$ cat src/rtl/hex_display_scanner.sv
// Four-digit multiplexed seven-segment scanner with per-slot blanking and
// frame-synchronous double buffering of the displayed value.
module hex_display_scanner #(
  parameter int unsigned REFRESH_DIV = 16'd50000,
  parameter int unsigned BLANK_CYC   = 2,
  parameter int unsigned DIV_WIDTH   = 16
) (
  input  logic        clk,
  input  logic        rst_n,
  input  logic [15:0] digits_in,
  input  logic [3:0]  dp_in,
  input  logic [3:0]  blank_in,
  input  logic        load,
  output logic [6:0]  seg,
  output logic        dp,
  output logic [3:0]  an,
  output logic        frame_done
);

  localparam logic [DIV_WIDTH-1:0] CNT_LAST  = DIV_WIDTH'(REFRESH_DIV - 1);
  localparam logic [DIV_WIDTH-1:0] BLANK_END = DIV_WIDTH'(BLANK_CYC);

  logic [DIV_WIDTH-1:0] cnt_q, cnt_d;
  logic [1:0]           idx_q, idx_d;
  logic [15:0]          pend_digits_q, pend_digits_d;
  logic [3:0]           pend_dp_q, pend_dp_d;
  logic [3:0]           pend_blank_q, pend_blank_d;
  logic                 pend_valid_q, pend_valid_d;
  logic [15:0]          act_digits_q, act_digits_d;
  logic [3:0]           act_dp_q, act_dp_d;
  logic [3:0]           act_blank_q, act_blank_d;
  logic [3:0]           an_q, an_d;
  logic [6:0]           seg_q, seg_d;
  logic                 dp_q, dp_d;
  logic                 frame_done_q, frame_done_d;

  logic                 slot_wrap;
  logic                 frame_end;
  logic                 lit;
  logic [3:0]           cur_digit;

  function automatic logic [6:0] hex_to_seg(input logic [3:0] n);
    case (n)
      4'h0: hex_to_seg = 7'b1000000;
      4'h1: hex_to_seg = 7'b1111001;
      4'h2: hex_to_seg = 7'b0100100;
      4'h3: hex_to_seg = 7'b0110000;
      4'h4: hex_to_seg = 7'b0011001;
      4'h5: hex_to_seg = 7'b0010010;
      4'h6: hex_to_seg = 7'b0000010;
      4'h7: hex_to_seg = 7'b1111000;
      4'h8: hex_to_seg = 7'b0000000;
      4'h9: hex_to_seg = 7'b0010000;
      4'hA: hex_to_seg = 7'b0001000;
      4'hB: hex_to_seg = 7'b0000011;
      4'hC: hex_to_seg = 7'b1000110;
      4'hD: hex_to_seg = 7'b0100001;
      4'hE: hex_to_seg = 7'b0000110;
      default: hex_to_seg = 7'b0001110;
    endcase
  endfunction

  always_comb begin
    slot_wrap = (cnt_q == CNT_LAST);
    frame_end = slot_wrap && (idx_q == 2'd3);
    cnt_d     = slot_wrap ? '0 : cnt_q + DIV_WIDTH'(1);
    idx_d     = slot_wrap ? idx_q + 2'd1 : idx_q;

    pend_digits_d = pend_digits_q;
    pend_dp_d     = pend_dp_q;
    pend_blank_d  = pend_blank_q;
    pend_valid_d  = pend_valid_q;
    act_digits_d  = act_digits_q;
    act_dp_d      = act_dp_q;
    act_blank_d   = act_blank_q;

    if (load) begin
      pend_digits_d = digits_in;
      pend_dp_d     = dp_in;
      pend_blank_d  = blank_in;
      pend_valid_d  = 1'b1;
    end

    // A load landing on the boundary bypasses pending so it is not delayed a frame.
    if (frame_end) begin
      if (load) begin
        act_digits_d = digits_in;
        act_dp_d     = dp_in;
        act_blank_d  = blank_in;
      end else if (pend_valid_q) begin
        act_digits_d = pend_digits_q;
        act_dp_d     = pend_dp_q;
        act_blank_d  = pend_blank_q;
      end
      pend_valid_d = 1'b0;
    end

    cur_digit = act_digits_q[{idx_q, 2'b00} +: 4];
    lit       = (cnt_q >= BLANK_END) && !act_blank_q[idx_q];

    an_d = 4'b1111;
    if (lit) an_d[idx_q] = 1'b0;
    seg_d        = lit ? hex_to_seg(cur_digit) : 7'b1111111;
    dp_d         = lit ? ~act_dp_q[idx_q] : 1'b1;
    frame_done_d = frame_end;
  end

  always_ff @(posedge clk or negedge rst_n) begin
    if (!rst_n) begin
      cnt_q         <= '0;
      idx_q         <= 2'd0;
      pend_digits_q <= 16'h0000;
      pend_dp_q     <= 4'b0000;
      pend_blank_q  <= 4'b1111;
      pend_valid_q  <= 1'b0;
      act_digits_q  <= 16'h0000;
      act_dp_q      <= 4'b0000;
      act_blank_q   <= 4'b1111;
      an_q          <= 4'b1111;
      seg_q         <= 7'b1111111;
      dp_q          <= 1'b1;
      frame_done_q  <= 1'b0;
    end else begin
      cnt_q         <= cnt_d;
      idx_q         <= idx_d;
      pend_digits_q <= pend_digits_d;
      pend_dp_q     <= pend_dp_d;
      pend_blank_q  <= pend_blank_d;
      pend_valid_q  <= pend_valid_d;
      act_digits_q  <= act_digits_d;
      act_dp_q      <= act_dp_d;
      act_blank_q   <= act_blank_d;
      an_q          <= an_d;
      seg_q         <= seg_d;
      dp_q          <= dp_d;
      frame_done_q  <= frame_done_d;
    end
  end

  assign an         = an_q;
  assign seg        = seg_q;
  assign dp         = dp_q;
  assign frame_done = frame_done_q;

endmodule

$ cat config.mk
export PLATFORM = sky130hd
export DESIGN_NAME = hex_display_scanner
export DESIGN_NICKNAME = d
export VERILOG_FILES = /design/src/rtl/hex_display_scanner.sv
export SDC_FILE = /design/constraint.sdc
export NUM_CORES = 1
export LEC_CHECK = 0
export BUFFER_PORTS_ARGS = -buffer_cell sky130_fd_sc_hd__buf_2
export CAP_MARGIN = 20
export CORE_UTILIZATION = 45
export CTS_BUF_LIST = sky130_fd_sc_hd__clkbuf_16
export CTS_CLUSTER_DIAMETER = 50
export DETAILED_ROUTE_END_ITERATION = 10
export PLACE_DENSITY = 0.77
export SLEW_MARGIN = 30
export SYNTH_ARGS = -nofsm -noshare
export SYNTH_HDL_FRONTEND = slang
export SYNTH_SLANG_ARGS = --single-unit
$ cat constraint.sdc
create_clock -name clk -period 1.8 [get_ports clk]
set_input_delay 0.36 -clock clk [delete_from_list [all_inputs] [get_ports clk]]
set_output_delay 0.36 -clock clk [all_outputs]
set_load 0.02 [all_outputs]
Yosys cells after proc, flatten, opt, wreduce, memory -nomap -nowiden
Memories as Yosys holds them, arrays and structs flattened.
Index checks and enable logic that the tools add are counted.
Cells by class
  $add $sub $neg: 2
  bitwise operators: 2
  order comparisons: 3
  shift operators: 1
  reductions and logical operators: 7
  mux-type cells: 18
  equal/unequal tests: 2
Operator list (number)
  16-bit two-way mux: 3
  4-bit two-way mux: 5
  16-bit by 1-bit adder with 16-bit output (second input constant): 1
  16-bit equality test (second input constant): 1
  16-bit by 2-bit >= comparator with 1-bit output (second input constant): 1
  16-bit by 5-bit variable part select with 4-bit output: 1
  7-bit two-way mux: 1
  1-bit two-way mux: 6
  1-bit binary-select mux with 2-bit select: 2
  4-bit inverter: 1
  2-bit nonzero test: 2
  1-bit logical AND: 3
  2-bit by 3-bit less-than comparator with 1-bit output (second input constant): 1
  2-bit by 1-bit adder with 2-bit output (second input constant): 1
  1-bit demux with 2-bit select: 1
  2-bit equality test (second input constant): 1
  2-bit by 1-bit >= comparator with 1-bit output (second input constant): 1
  2-bit AND reduction: 1
  1-bit zero test: 1
  1-bit inverter: 1
Word-level totals
  bits in read-only memories: 112
  input bits: 27
  output and inout bits: 13
  memories: 1
  flip-flop bits (word level): 80
Memory list
  (no name shown): words 16, bits a word 7, rd ports 1, clocked after memory_dff 0, wr ports 0, RTL line 43  | case (n)

Longest topological paths before layout
  word-level depth: 6
  mapped depth: 8

Worst setup path after synthesis
No wires, ideal clock.
  kind: reg-to-reg
  from: reg cnt_q[11]
  to: reg act_digits_q[0]
  data required time: 1.675 ns
  arrival time: 1.787 ns
  path buffers: 1
  setup slack: -0.112 ns
  period minus slack after synthesis: 1.912 ns
  library setup time: 0.125 ns
  stages on the path, launching flop included: 6
  cell sequence: dfrtp_1 -> nor4_2 -> nand2_1 -> nor4b_4 -> buf_6 -> mux2_2
Between the ends
  longest elaborated chain between the ends: 3
RTL lines
  from (decl): RTL line 23  | logic [DIV_WIDTH-1:0] cnt_q, cnt_d;
  from (signal assigned): RTL line 124  | cnt_q <= cnt_d;
  16-bit equality test: RTL line 64  | slot_wrap = (cnt_q == CNT_LAST);
  1-bit logical AND: RTL line 65  | frame_end = slot_wrap && (idx_q == 2'd3);
  2-bit AND reduction (no source line)
  to (signal assigned): RTL line 130  | act_digits_q <= act_digits_d;
  to (decl): RTL line 29  | logic [15:0] act_digits_q, act_digits_d;
No other way between the ends.
A chain may end at the register's enable or synchronous reset.

Worst setup path after layout
  from: reg cnt_q[5]
  to: reg act_digits_q[14]
Same word-level chain as after synthesis.

==> qor.csv <==
stage,metric,value,unit
run_status,status,"finished, violations left",
run_status,failing checks,setup timing,
timing,Slew Limit Fails,0,
logic_synthesis,top cell type's share of synthesized area,40.9,%
worst_setup_path,CP Max Fanout,6,
timing,Fmax achieved,509,MHz
detailed_routing,Antenna Violating Nets Remaining,0,
floorplanning,Initial Util,47.0,%
logic_synthesis,most instantiated cells after synthesis,"60 x dfrtp_1, 52 x mux2_2, 20 x dfstp_2",
logic_synthesis,Ys Warns,0,
detailed_routing,routed len/inst,17.7,um
floorplanning,Die H,92.3,um
grt,global-route wire length before repair,11.9,mm
detailed_routing,final wirelength,8.21,mm
worst_setup_path,Worst R2R Setup Slack,-0.16,ns
finish,Reg area,2030,um^2
finish,Final Core Density,62.9,%
worst_hold_path,hold endpoint,pend_digits_q[5],
timing,final worst slack,-0.163,ns
worst_setup_path,CP Launch Type,register,
worst_setup_path,nature of the critical path endpoint,register,
place,RD Place Congestion,0.848,
finish,fillcell total,571,
worst_hold_path,Hold Path Depth,2,
grt,gr usage total,18.5,%
detailed_routing,DR vias,2458,
logic_synthesis,Post-synth EDFFs,0,
power_and_ir_drop,LEAKAGE,2.21,nW
worst_setup_path,Worst Path Required,2.02,ns
worst_setup_path,WS Path Type,reg -> reg,
place,I/O Buffers,39,
detailed_routing,via density per instance,5.29,
logic_synthesis,Syn Std Cell Area,3670,um^2
finish,fraction of layout cells with a size suffix above 1,55.9,%
logic_synthesis,"Top FF cell, synth",dfrtp_1,
clocking,"Clk Latency, worst-skew pair",0.34,ns
power_and_ir_drop,Design Power,3.89,mW
timing,smallest hold slack,0.279,ns
detailed_routing,initial drt markers,110,
worst_setup_path,CP max stage delay,0.41,ns
logic_synthesis,"Distinct cells, synth",39,
detailed_routing,drt drc,0,
worst_setup_path,Buf/Inv on CP,2,
logic_synthesis,number of synthesized register bits,80,
finish,diode count,0,
finish,Multi-input gate area,1750,um^2
logic_synthesis,post-synthesis sequential area ratio,55.3,%
job,Max-Cap Viols,0,
clocking,H-tree Lvls,3,
finish,Post-layout nets,397,
logic_synthesis,post-synthesis net count,313,
logic_synthesis,asr flop ratio synth,100,%
worst_hold_path,Hold Path Class,in -> reg,
place,DP Wirelength,4.85,mm
clocking,total CTS buffers,9,
finish,Area Overhead vs Synth,33.9,%
clocking,clock transition at the registers of the reported paths,0.06,ns
grt,vias in the first global route,2495,
worst_setup_path,slowest CP cell,dfrtp_1,
floorplanning,row cnt,32,
timing,Worst slew margin,66.8,%
worst_setup_path,kind of cell adding the most delay to the critical path,simple AND/OR/NAND/NOR gates,
timing,unrepaired setup endpoints after global routing,yes,
clocking,CTS Buffer Depth,2,
detailed_routing,DRT Pass-1 Iters,4,
timing,Final Skew,0.00667,ns
timing,final setup TNS,-3.72,ns
grt,grt total ovfl,0,
timing,period utilisation layout,109,%
worst_setup_path,worst-path cell chain,nor4_4 -> nand2_2 -> nor4b_4 -> buf_6 -> clkbuf_16 -> mux2_4,
floorplanning,Top Ports,40,
logic_synthesis,gate count after technology mapping,274,
power_and_ir_drop,peak supply drop,0.444,mV
worst_setup_path,r2r worst-path depth,6,
clocking,clk root buf,clkbuf_16,
floorplanning,full die area,8510,um^2
grt,pin count of the biggest net entering global routing,34,
logic_synthesis,Synth area leaders,"dfrtp_1 41%, mux2_2 16%, dfstp_2 14%, mux4_2 4.3%, ha_1 4.1%",
worst_setup_path,Crit path depth,6,
floorplanning,Die W,92.3,um
worst_setup_path,reg-to-reg startpoint,cnt_q[5],
logic_synthesis,"count leader, synth",dfrtp_1,
timing,fin crit period,1.96,ns
place,placed cell count,435,
grt,number of antenna violations at the first check in global routing,0,
worst_setup_path,Worst EP arrival,2.18,ns
floorplanning,core footprint,7810,um^2
power_and_ir_drop,PD cells,792,nW/um^2
worst_hold_path,hold path start,digits_in[5],
timing,Final Hold Fails,0,
logic_synthesis,Mean Syn Cell Area,13.4,um^2
clocking,CTS sink count,80,
worst_setup_path,R2R Path End,act_digits_q[14],
timing,# setup viols final,31,
logic_synthesis,"area leader, netlist",dfrtp_1,
clocking,CTS tree,done,
finish,Finished Layout Cells,465,
timing,worst slew pin tran,0.493,ns
[cell families (layout without fill, tap and decap cells)]
group / after synthesis / in the layout / synth area share (%)
flip-flops: 80 / 80 / 55.3
adder cells (fa/ha/maj): 12 / 12 / 4.09
AND/OR/NAND/NOR: 67 / 67 / 9.62
XOR/XNOR: 17 / 17 / 4.06
AO/OA/AOI/OAI: 12 / 12 / 2.42
multiplexers: 64 / 64 / 21.6
buffers and inverters: 22 / 111 / 2.90
[registers in the layout (all words and copies together), names as in the netlist]
| register | cells |
|---|---|
| act_digits_q | 16 |
| cnt_q | 16 |
| pend_digits_q | 16 |
| seg | 7 |
| act_blank_q | 4 |
| act_dp_q | 4 |
| an | 4 |
| pend_blank_q | 4 |
| pend_dp_q | 4 |
| idx_q | 2 |
| dp | 1 |
| frame_done | 1 |
| pend_valid_q | 1 |
[layer usage]
| metal | track usage (%) | up-vias | routed length (um) |
|---|---|---|---|
| met2 | 31.5 | 60 | 4260 |
| met4 | 7.81 | 0 | 165 |
| met5 | 0 | - | 0 |
| met1 | 22.7 | 1246 | 3530 |
| met3 | 4.15 | 17 | 260 |
| li1 | - | 1135 | - |
[stage by stage]
stage / area, um^2 / setup WS, ns
detailed placement: 4220 / -0.153
global placement: 4220 / -0.117
CTS: 4640 / -0.0670
floorplan: 3680 / -0.112
finish: 4910 / -0.163
global route: 4910 / -0.207
[cell usage in the layout, fill, tap and decap left out, types with 2 or more instances in the layout]
cell        n
mux4_2      7
inv_1       7
buf_12      4
mux2i_1     5
nor3_1      3
nand2_2     3
buf_6       6
nor2_1     15
ha_4        6
buf_4      35
buf_2      38
clkbuf_16  11
clkinv_4    3
xor2_1     11
o311ai_2    2
dfstp_2    20
mux2_4     21
and4_1      2
dfrtp_1    59
nand3_1     5
xnor2_1     6
nand2_1    16
nor3_2      3
inv_4       2
nand4_1     5
and2_1      4
mux2_2     31
o211ai_1    3
ha_1        6
and3_1      2
[timing repair]
item	4_1_cts	5_1_grt
setup buffers	4	8
endpoints found under the setup margin	32	38
gates cloned	0	3
hold buffers	1	0
endpoints found under the hold margin	17	0
pin swaps	5	9
resized for setup	16	37
[how the worst max path moves through the flow]
stage,end,from,slack [ns]
after floorplan,act_digits_q[0],cnt_q[11],-0.11
after global placement,seg[3],idx_q[0],-0.12
after detailed placement,seg[3],idx_q[0],-0.15
after CTS,seg[3],idx_q[0],-0.07
after global routing,act_digits_q[14],cnt_q[5],-0.21
final,act_digits_q[14],cnt_q[5],-0.16
[layout make-up]
cell class | instances | share of cell area (%)
Tap cell | 102 | 2.60
Sequential cell | 80 | 41.3
Clock buffer | 9 | 4.59
Multi-Input combinational cell | 172 | 35.6
Timing Repair Buffer | 86 | 13.5
Inverter | 9 | 0.790
Clock inverter | 7 | 1.63
[power breakdown]
part	internal, mW	leakage, nW	switching, mW	total [mW]
sequential	1.86	0.980	0.0136	1.87
combinational	0.0843	1.08	0.0880	0.172
clock	1.09	0.150	0.754	1.84
total	3.03	2.21	0.856	3.89
No activity file was read; power rests on OpenSTA's default activity.
